--- src/rtl/mem_stream_pkg.sv ---
// Shared types and default widths for the memory stream reader.
package mem_stream_pkg;
    localparam int DEF_ADDR_W     = 24;
    localparam int DEF_DATA_W     = 16;
    localparam int DEF_RAM_AW     = 19;
    localparam int DEF_FIFO_DEPTH = 4;

    typedef enum logic [1:0] {
        IDLE   = 2'd0,
        ISSUE  = 2'd1,
        DRAIN  = 2'd2,
        FINISH = 2'd3
    } state_t;
endpackage

--- src/rtl/sync_fifo.sv ---
// Single-clock FIFO; push while full and pop while empty are dropped.
module sync_fifo #(
    parameter int WIDTH = 17,
    parameter int DEPTH = 4
) (
    input  logic                   clk,
    input  logic                   rst_n,
    input  logic                   push,
    input  logic                   pop,
    input  logic [WIDTH-1:0]       din,
    output logic [WIDTH-1:0]       dout,
    output logic                   full,
    output logic                   empty,
    output logic [$clog2(DEPTH):0] count
);
    localparam int PW = $clog2(DEPTH);

    logic [PW-1:0]    wr_ptr_q, rd_ptr_q;
    logic [PW:0]      count_q, count_d;
    logic [WIDTH-1:0] mem_q [DEPTH];
    logic             do_push, do_pop;

    assign full    = (count_q == (PW+1)'(DEPTH));
    assign empty   = (count_q == '0);
    assign count   = count_q;
    assign dout    = mem_q[rd_ptr_q];
    assign do_push = push & ~full;
    assign do_pop  = pop & ~empty;

    always_comb begin
        count_d = count_q;
        if (do_push && !do_pop) count_d = count_q + (PW+1)'(1);
        if (do_pop && !do_push) count_d = count_q - (PW+1)'(1);
    end

    always_ff @(posedge clk) begin
        if (!rst_n) begin
            wr_ptr_q <= '0;
            rd_ptr_q <= '0;
            count_q  <= '0;
        end else begin
            if (do_push) wr_ptr_q <= wr_ptr_q + PW'(1);
            if (do_pop)  rd_ptr_q <= rd_ptr_q + PW'(1);
            count_q <= count_d;
        end
    end

    // Storage needs no reset: occupancy alone decides what is readable.
    always_ff @(posedge clk) begin
        if (do_push) mem_q[wr_ptr_q] <= din;
    end
endmodule

--- src/rtl/mem_stream_reader.sv ---
// Burst reader: issues credit-limited reads to a 1-cycle-latency RAM and
// streams the returned words through a small FIFO with a last marker.
module mem_stream_reader
    import mem_stream_pkg::*;
#(
    parameter int ADDR_W     = DEF_ADDR_W,
    parameter int DATA_W     = DEF_DATA_W,
    parameter int RAM_AW     = DEF_RAM_AW,
    parameter int FIFO_DEPTH = DEF_FIFO_DEPTH
) (
    input  logic              clk,
    input  logic              rst_n,
    input  logic              start,
    input  logic [ADDR_W-1:0] base_addr,
    input  logic [RAM_AW-1:0] length,
    output logic              busy,
    output logic              done,
    output logic [ADDR_W-1:0] mem_address,
    output logic              mem_read,
    output logic              mem_writeenable,
    output logic [ADDR_W-1:0] mem_writedata,
    input  logic [ADDR_W-1:0] mem_data,
    output logic              out_valid,
    input  logic              out_ready,
    output logic [DATA_W-1:0] out_data,
    output logic              out_last,
    output state_t            dbg_state_o
);
    localparam int CW = $clog2(FIFO_DEPTH) + 1;

    state_t            state_q, state_d;
    logic [RAM_AW-1:0] base_q, len_q, issued_q;
    logic              outstanding_q, rd_last_q;
    logic [RAM_AW-1:0] ram_addr;
    logic              issue_last, credit_ok, pop;
    logic [CW:0]       inflight;
    logic [DATA_W:0]   fifo_dout;
    logic              fifo_full, fifo_empty;
    logic [CW-1:0]     fifo_count;
    logic              unused_bits;

    assign ram_addr   = base_q + issued_q;
    assign issue_last = (issued_q == len_q - RAM_AW'(1));
    // A read in flight already owns a FIFO slot, so it counts against the credit.
    assign inflight   = {1'b0, fifo_count} + {{CW{1'b0}}, outstanding_q};
    assign credit_ok  = (inflight < (CW+1)'(FIFO_DEPTH));
    assign pop        = out_valid & out_ready;

    always_comb begin
        state_d  = state_q;
        mem_read = 1'b0;
        busy     = 1'b0;
        done     = 1'b0;
        case (state_q)
            IDLE: begin
                if (start) state_d = (length != '0) ? ISSUE : FINISH;
            end
            ISSUE: begin
                busy     = 1'b1;
                mem_read = credit_ok;
                if (credit_ok && issue_last) state_d = DRAIN;
            end
            DRAIN: begin
                busy = 1'b1;
                if (pop && fifo_dout[DATA_W]) state_d = FINISH;
            end
            FINISH: begin
                done    = 1'b1;
                state_d = IDLE;
            end
            default: state_d = IDLE;
        endcase
    end

    always_ff @(posedge clk) begin
        if (!rst_n) begin
            state_q       <= IDLE;
            base_q        <= '0;
            len_q         <= '0;
            issued_q      <= '0;
            outstanding_q <= 1'b0;
            rd_last_q     <= 1'b0;
        end else begin
            state_q       <= state_d;
            outstanding_q <= mem_read;
            rd_last_q     <= mem_read & issue_last;
            if (state_q == IDLE && start) begin
                base_q   <= base_addr[RAM_AW-1:0];
                len_q    <= length;
                issued_q <= '0;
            end else if (mem_read) begin
                issued_q <= issued_q + RAM_AW'(1);
            end
        end
    end

    sync_fifo #(
        .WIDTH (DATA_W + 1),
        .DEPTH (FIFO_DEPTH)
    ) u_fifo (
        .clk   (clk),
        .rst_n (rst_n),
        .push  (outstanding_q),
        .pop   (pop),
        .din   ({rd_last_q, mem_data[DATA_W-1:0]}),
        .dout  (fifo_dout),
        .full  (fifo_full),
        .empty (fifo_empty),
        .count (fifo_count)
    );

    assign mem_address     = (state_q == ISSUE) ? ADDR_W'(ram_addr) : '0;
    assign mem_writeenable = 1'b0;
    assign mem_writedata   = '0;
    assign out_valid       = ~fifo_empty;
    assign out_data        = fifo_empty ? '0 : fifo_dout[DATA_W-1:0];
    assign out_last        = ~fifo_empty & fifo_dout[DATA_W];
    assign dbg_state_o     = state_q;
    assign unused_bits     = ^{base_addr[ADDR_W-1:RAM_AW], mem_data[ADDR_W-1:DATA_W], fifo_full};
endmodule

--- config.mk ---
export PLATFORM = sky130hd
export DESIGN_NAME = mem_stream_reader
export DESIGN_NICKNAME = d
export VERILOG_FILES = /design/src/rtl/mem_stream_pkg.sv /design/src/rtl/sync_fifo.sv /design/src/rtl/mem_stream_reader.sv
export SDC_FILE = /design/constraint.sdc
export NUM_CORES = 1
export LEC_CHECK = 0
export CAP_MARGIN = 40
export CORE_MARGIN = 1
export CORE_UTILIZATION = 40
export DETAILED_ROUTE_END_ITERATION = 12
export GPL_TIMING_DRIVEN = 0
export PLACE_DENSITY_LB_ADDON = 0.08
export SYNTH_ARGS = -nofsm -noshare
export SYNTH_HDL_FRONTEND = slang
export SYNTH_SLANG_ARGS = --single-unit
--- constraint.sdc ---
create_clock -name clk -period 7.34 [get_ports clk]
set_input_delay 2.202 -clock clk [delete_from_list [all_inputs] [get_ports clk]]
set_output_delay 2.202 -clock clk [all_outputs]
set_load 0.005 [all_outputs]
Yosys cells after proc, flatten, opt, wreduce, memory -nomap -nowiden
Memory sizes are Yosys's and may differ from the RTL's. A register that Yosys moved wholly into a read port is not among the register bits.
Index checks and enable logic that the tools add are counted.
{ "classes": {"addsub": 8, "magnitude_cmp": 1, "eq_ne": 8, "mux": 16, "bitwise": 8, "reduce_logical": 14} }
{ "ops": {"columns": ["op", "count"], "rows": [
  ["adder 19 x 1 -> 19 bit, second input constant", 1],
  ["adder 19 bit", 1],
  ["equality test 19 bit", 1],
  ["two-way mux 19 bit", 1],
  ["nonzero test 19 bit", 1],
  ["subtractor 19 x 1 -> 19 bit, second input constant", 1],
  ["two-way mux 16 bit", 1],
  ["two-way mux 2 bit", 6],
  ["one-hot mux 2 bit (4 select lines)", 1],
  ["two-way mux 3 bit", 2],
  ["inequality test 2 bit, second input constant", 3],
  ["AND 1 bit", 5],
  ["logical AND 1 bit", 5],
  ["two-way mux 1 bit", 5],
  ["adder 2 x 1 -> 2 bit, second input constant", 2],
  ["adder 3 x 1 -> 4 bit", 1],
  ["equality test 2 bit, second input constant", 2],
  ["< comparator 4 x 3 -> 1 bit, second input constant", 1],
  ["OR reduction 2 bit", 2],
  ["adder 3 x 1 -> 3 bit, second input constant", 1],
  ["equality test 3 bit, second input constant", 1],
  ["logical NOT 3 bit", 1],
  ["inverter 1 bit", 3],
  ["AND reduction 3 bit", 1],
  ["other kinds (5)", 6]
]} }
{ "word_totals": {"register_bits": 68, "ram_bits": 68, "in_bits": 71, "memories": 1} }
{ "memory_table": {"columns": ["name", "depth", "width", "rd", "rd_ports_with_merged_regs", "wr", "line_no", "rtl"], "rows": [
  ["u_fifo.mem_q", 4, 17, 1, 1, 1, "sync_fifo.sv:20", "logic [WIDTH-1:0] mem_q [DEPTH];"]
]} }

Logic depth before layout (Yosys ltp)
{ "depth": {"word_depth": 8, "depth_mapped": 11, "depth_no_buf": 10} }

Cells and area by module
From an unflattened synthesis, not the netlist that was laid out.
{ "hier_totals": {"hier_cells": 717, "hier_area_um2": 7528.5} }
{ "modules_own_cells": {"columns": ["module", "instances", "cells_each", "area_each_um2", "seq_area_each_um2"], "rows": [
  ["mem_stream_reader", 1, 574, 4568.1, 1221.2],
  ["sync_fifo", 1, 143, 2960.3, 2222.1]
]} }

Worst setup path before layout
No wires, ideal clock.
{ "synth_timing": {"path_kind": "flip-flop to output port", "startpoint": "register issued_q[0]", "endpoint": "output port mem_address[18]", "arrival_ns": 2.327, "slack_ns": 2.811, "path_stages_with_launch": 11, "cell_sequence": "dfxtp_1 > ha_1 > fa_1 > a21oi_1 > o211a_1 > a21oi_1 > a41oi_1 > a31oi_1 > o41ai_1 > xnor2_1 > and2_1"} }
{ "synth_between": {"elab_chain_cells": 2} }
{ "synth_rtl": {"columns": ["element", "line_no", "rtl"], "rows": [
  ["from (decl)", "mem_stream_reader.sv:32", "logic [RAM_AW-1:0] base_q, len_q, issued_q;"],
  ["from (signal assigned)", "mem_stream_reader.sv:92", "issued_q <= issued_q + RAM_AW'(1);"],
  ["adder 19 bit", "mem_stream_reader.sv:42", "assign ram_addr = base_q + issued_q;"],
  ["two-way mux 19 bit", "mem_stream_reader.sv:112", "assign mem_address = (state_q == ISSUE) ? ADDR_W'(ram_addr) : '0;"],
  ["to (decl)", "mem_stream_reader.sv:18", "output logic [ADDR_W-1:0] mem_address,"]
]} }
No other way between the ends.

Worst setup path in the final report
Same ends and word-level chain as after synthesis.

==> summary.txt <==
CTS buffer count -> 17
largest net degree at the start of global routing -> 17
adder and majority gate portion of the synthesized area -> 0.0560
CP Capture Type -> primary output
CP Launch Type -> flop
hold_buf cts -> 0
IO Port Bufs -> 99
Detail Placement HPWL -> 13,200 um
Post-synth top flop -> dfxtp_1
antenna viol nets, final -> 0
crit-path leading delay family -> compound AO/OA/AOI/OAI gates
Pre-antenna DRT Iters -> 9
DRC Markers -> 11
die area -> 0.0191 mm^2
die width -> 138 um
Final Wtd Congestion -> 0.862
Clock Tree Buf Depth -> 2
Setup Buffers After CTS -> 0
Synth Instances -> 717
initial core utilization -> 0.410
Max stage delay on crit path -> 0.49 ns
Final Max Slew Viols -> 0
grt total ovfl -> 0
RSZ-0062 raised after global routing -> false
Lkg Pwr -> 3.64 nW
crit path cell chain -> ha_1 > fa_1 > a21oi_1 > o211a_1 > a21oi_1 > a41oi_1 > a31oi_1 > o41ai_1 > xnor2_1 > and2_1 > clkdlybuf4s50_1
arrival time of the worst setup path -> 3.63 ns
DR iter-0 viols -> 223
worst vdd ir -> 0.162 mV
total power -> 0.00261 W
Simple-Gate Fraction of Synth Area -> 0.187
# clock sinks -> 138
first-pass GRT wire length -> 28,200 um
sequential fraction of the synthesis area -> 0.464
synth warn -> 0
Design Area, Final -> 0.00950 mm^2
Setup Skew -> 0.0120 ns
Fin Setup TNS -> 0 ns
CP max FO -> 5
WS Path Type -> reg2out
crit path time final -> 5.83 ns
WL final -> 17,200 um
post-layout worst setup margin -> 1.51 ns
slowest stage cell, crit path -> clkdlybuf4s50_1
Compound-Gate Fraction of Synth Area -> 0.107
pwr dens -> 275 mW/mm^2
max_cap viols -> 0
Max-slew headroom -> 0.541
r2r setup slk -> 4.11 ns
vias in the first global route -> 5,611
vias after detailed routing -> 5,577
CTS tree -> done
fmax -> 0.172 GHz
Die H -> 138 um
Rows -> 49
Worst EP required -> 5.14 ns
I/O pin total -> 143
layout cells sized above 1 -> 0.118
clk root buf -> clkbuf_16
Worst Setup EP -> mem_address[18]
syn avg cell area -> 10.4 um^2
CTS clock-pin slew for the worst setup and hold paths -> 0.07 ns
Most Frequent Cell on Critical Path -> a21oi_1
CP bufs+invs -> 1
Worst setup startpoint -> issued_q[0]$_SDFFE_PP0P_
Async S/R FF share, synth -> 0
Hold Violations, Final -> 0
Layout area overhead -> 28.0%
Inserted Diodes -> 0
gr usage total -> 0.188
r2r worst-path depth -> 10
CP Depth -> 11
CORE AREA -> 0.0181 mm^2
Syn Std Cell Area -> 0.00742 mm^2
post-synthesis cell type count -> 66
Post-DP Area -> 0.00888 mm^2
Setup-failing EPs final -> 0
failing checks -> design-rule violations
RR Endpoint -> dbg_state_o[1]$_SDFFE_PN0P_
combinational family with the most area after synthesis -> simple AND/OR/NAND/NOR gates
Clock Latency Late Sink -> 0.42 ns
Critical R2R Launch -> len_q[0]$_SDFFE_PN0P_
initial antenna violation count -> 0
pre-CTS setup slack -> 1.94 ns
XOR/XNOR share of the synthesized area -> 0.0635
H-Tree Depth -> 4
Hold WC Path Type -> reg2reg
mux cell area share after synthesis -> 0.0597
post-synthesis register bit count -> 138
post-cts resize count -> 0
outcome -> finished with violations
nets -> 972
period utilization -> 0.794
number of flops mapped to enable cells by yosys -> 68
DR WL/cell -> 15.5 um
Via density -> 5.02
Worst Max-Slew Pin Slew -> 0.689 ns
==> per-layer routing <==
metal	wire [um]	share of wire	vias up	track usage
li1	-	-	2779	-
met1	7570	0.44	2650	0.227
met2	8700	0.51	130	0.336
met3	644	0.038	18	0.0326
met4	255	0.015	0	0.0698
met5	0	0	-	0
==> synthesized netlist by cell type, types with 16 or more instances <==
cell / number / area share
nor2_1: 29 / 0.015
a21oi_1: 18 / 0.012
mux4_2: 17 / 0.052
xor2_1: 21 / 0.025
nand3_1: 16 / 0.011
dfxtp_1: 70 / 0.19
a21boi_0: 40 / 0.040
nand2_1: 103 / 0.052
edfxtp_1: 68 / 0.28
xnor2_1: 31 / 0.037
o21ai_0: 23 / 0.016
clkbuf_1: 27 / 0.014
ha_1: 30 / 0.051
inv_1: 25 / 0.013
buf_4: 30 / 0.030
and2_1: 42 / 0.035
==> area by class of cell <==
class                           count  area (um^2)
Fill cell                        1634         8580
Multi-Input combinational cell    520         3620
Sequential cell                   138         3440
Timing Repair Buffer              104         1060
Clock buffer                       17          425
Buffer                             63          373
Tap cell                          229          287
Clock inverter                     15          198
Inverter                           25         93.8
==> worst register-to-register path, delay by kind of cell, from the launching register on <==
| kind | cells | cell delay (ns) |
|---|---|---|
| simple gates | 4 | 1.60 |
| compound gates | 2 | 0.60 |
| mux | 1 | 0.20 |
| fa+ha+maj | 1 | 0.21 |
| xor+xnor | 1 | 0.09 |
| flops | 1 | 0.38 |
| buf+inv | 1 | 0.09 |
==> state kept, by name (all words and copies together), names as in the netlist, named ones only <==
signal           count
base_q              19
dbg_state_o          2
issued_q            19
len_q               19
outstanding_q        1
rd_last_q            1
u_fifo.count         3
u_fifo.mem_q        68
u_fifo.rd_ptr_q      2
u_fifo.wr_ptr_q      2
==> worst min path at each step <==
| stage | start | to | cells after the start |
|---|---|---|---|
| 2_1_floorplan | rd_last_q$_SDFF_PN0_ | u_fifo.mem_q[0][16]$_DFFE_PP_ | 0 |
| 3_3_place_gp | base_q[0]$_SDFFE_PN0P_ | base_q[0]$_SDFFE_PN0P_ | 2 |
| 3_5_place_dp | rd_last_q$_SDFF_PN0_ | u_fifo.mem_q[3][16]$_DFFE_PP_ | 0 |
| 4_1_cts | base_q[2]$_SDFFE_PN0P_ | base_q[2]$_SDFFE_PN0P_ | 2 |
| 5_1_grt | base_q[2]$_SDFFE_PN0P_ | base_q[2]$_SDFFE_PN0P_ | 2 |
| 6_report | base_q[2]$_SDFFE_PN0P_ | base_q[2]$_SDFFE_PN0P_ | 2 |
==> cell families after synthesis <==
kind of cell,count (synthesis)
AND/OR/NAND/NOR,268
flip-flops,138
multiplexers,23
buffers and inverters,88
adder cells (fa/ha/maj),32
other,1
XOR/XNOR,53
AO/OA/AOI/OAI,114
==> where the power goes <==
part / internal (W) / switching (W)
Sequential: 0.000880 / 0.0000519
Combinational: 0.000393 / 0.000390
Clock: 0.000521 / 0.000377
==> placed cells by master, fill, tap and decap left out, types with 29 or more instances in the layout <==
cell type          n
edfxtp_1          68
nand2_1          103
xnor2_1           31
conb_1            30
ha_1              30
a21boi_0          40
nor2_1            29
and2_1            42
buf_4             30
dfxtp_1           70
clkdlybuf4s50_1   99
==> metrics by stage <==
| step | utilization | hold WS [ns] | std cells |
|---|---|---|---|
| floorplan | - | 0.438 | 746 |
| global route | 0.525 | 0.493 | 1111 |
| CTS | 0.525 | 0.476 | 1111 |
| global placement | 0.487 | 0.457 | 1074 |
| detailed placement | 0.491 | 0.459 | 1079 |
| finish | 0.525 | 0.474 | 1111 |
Power figures use the tool's default switching activity.
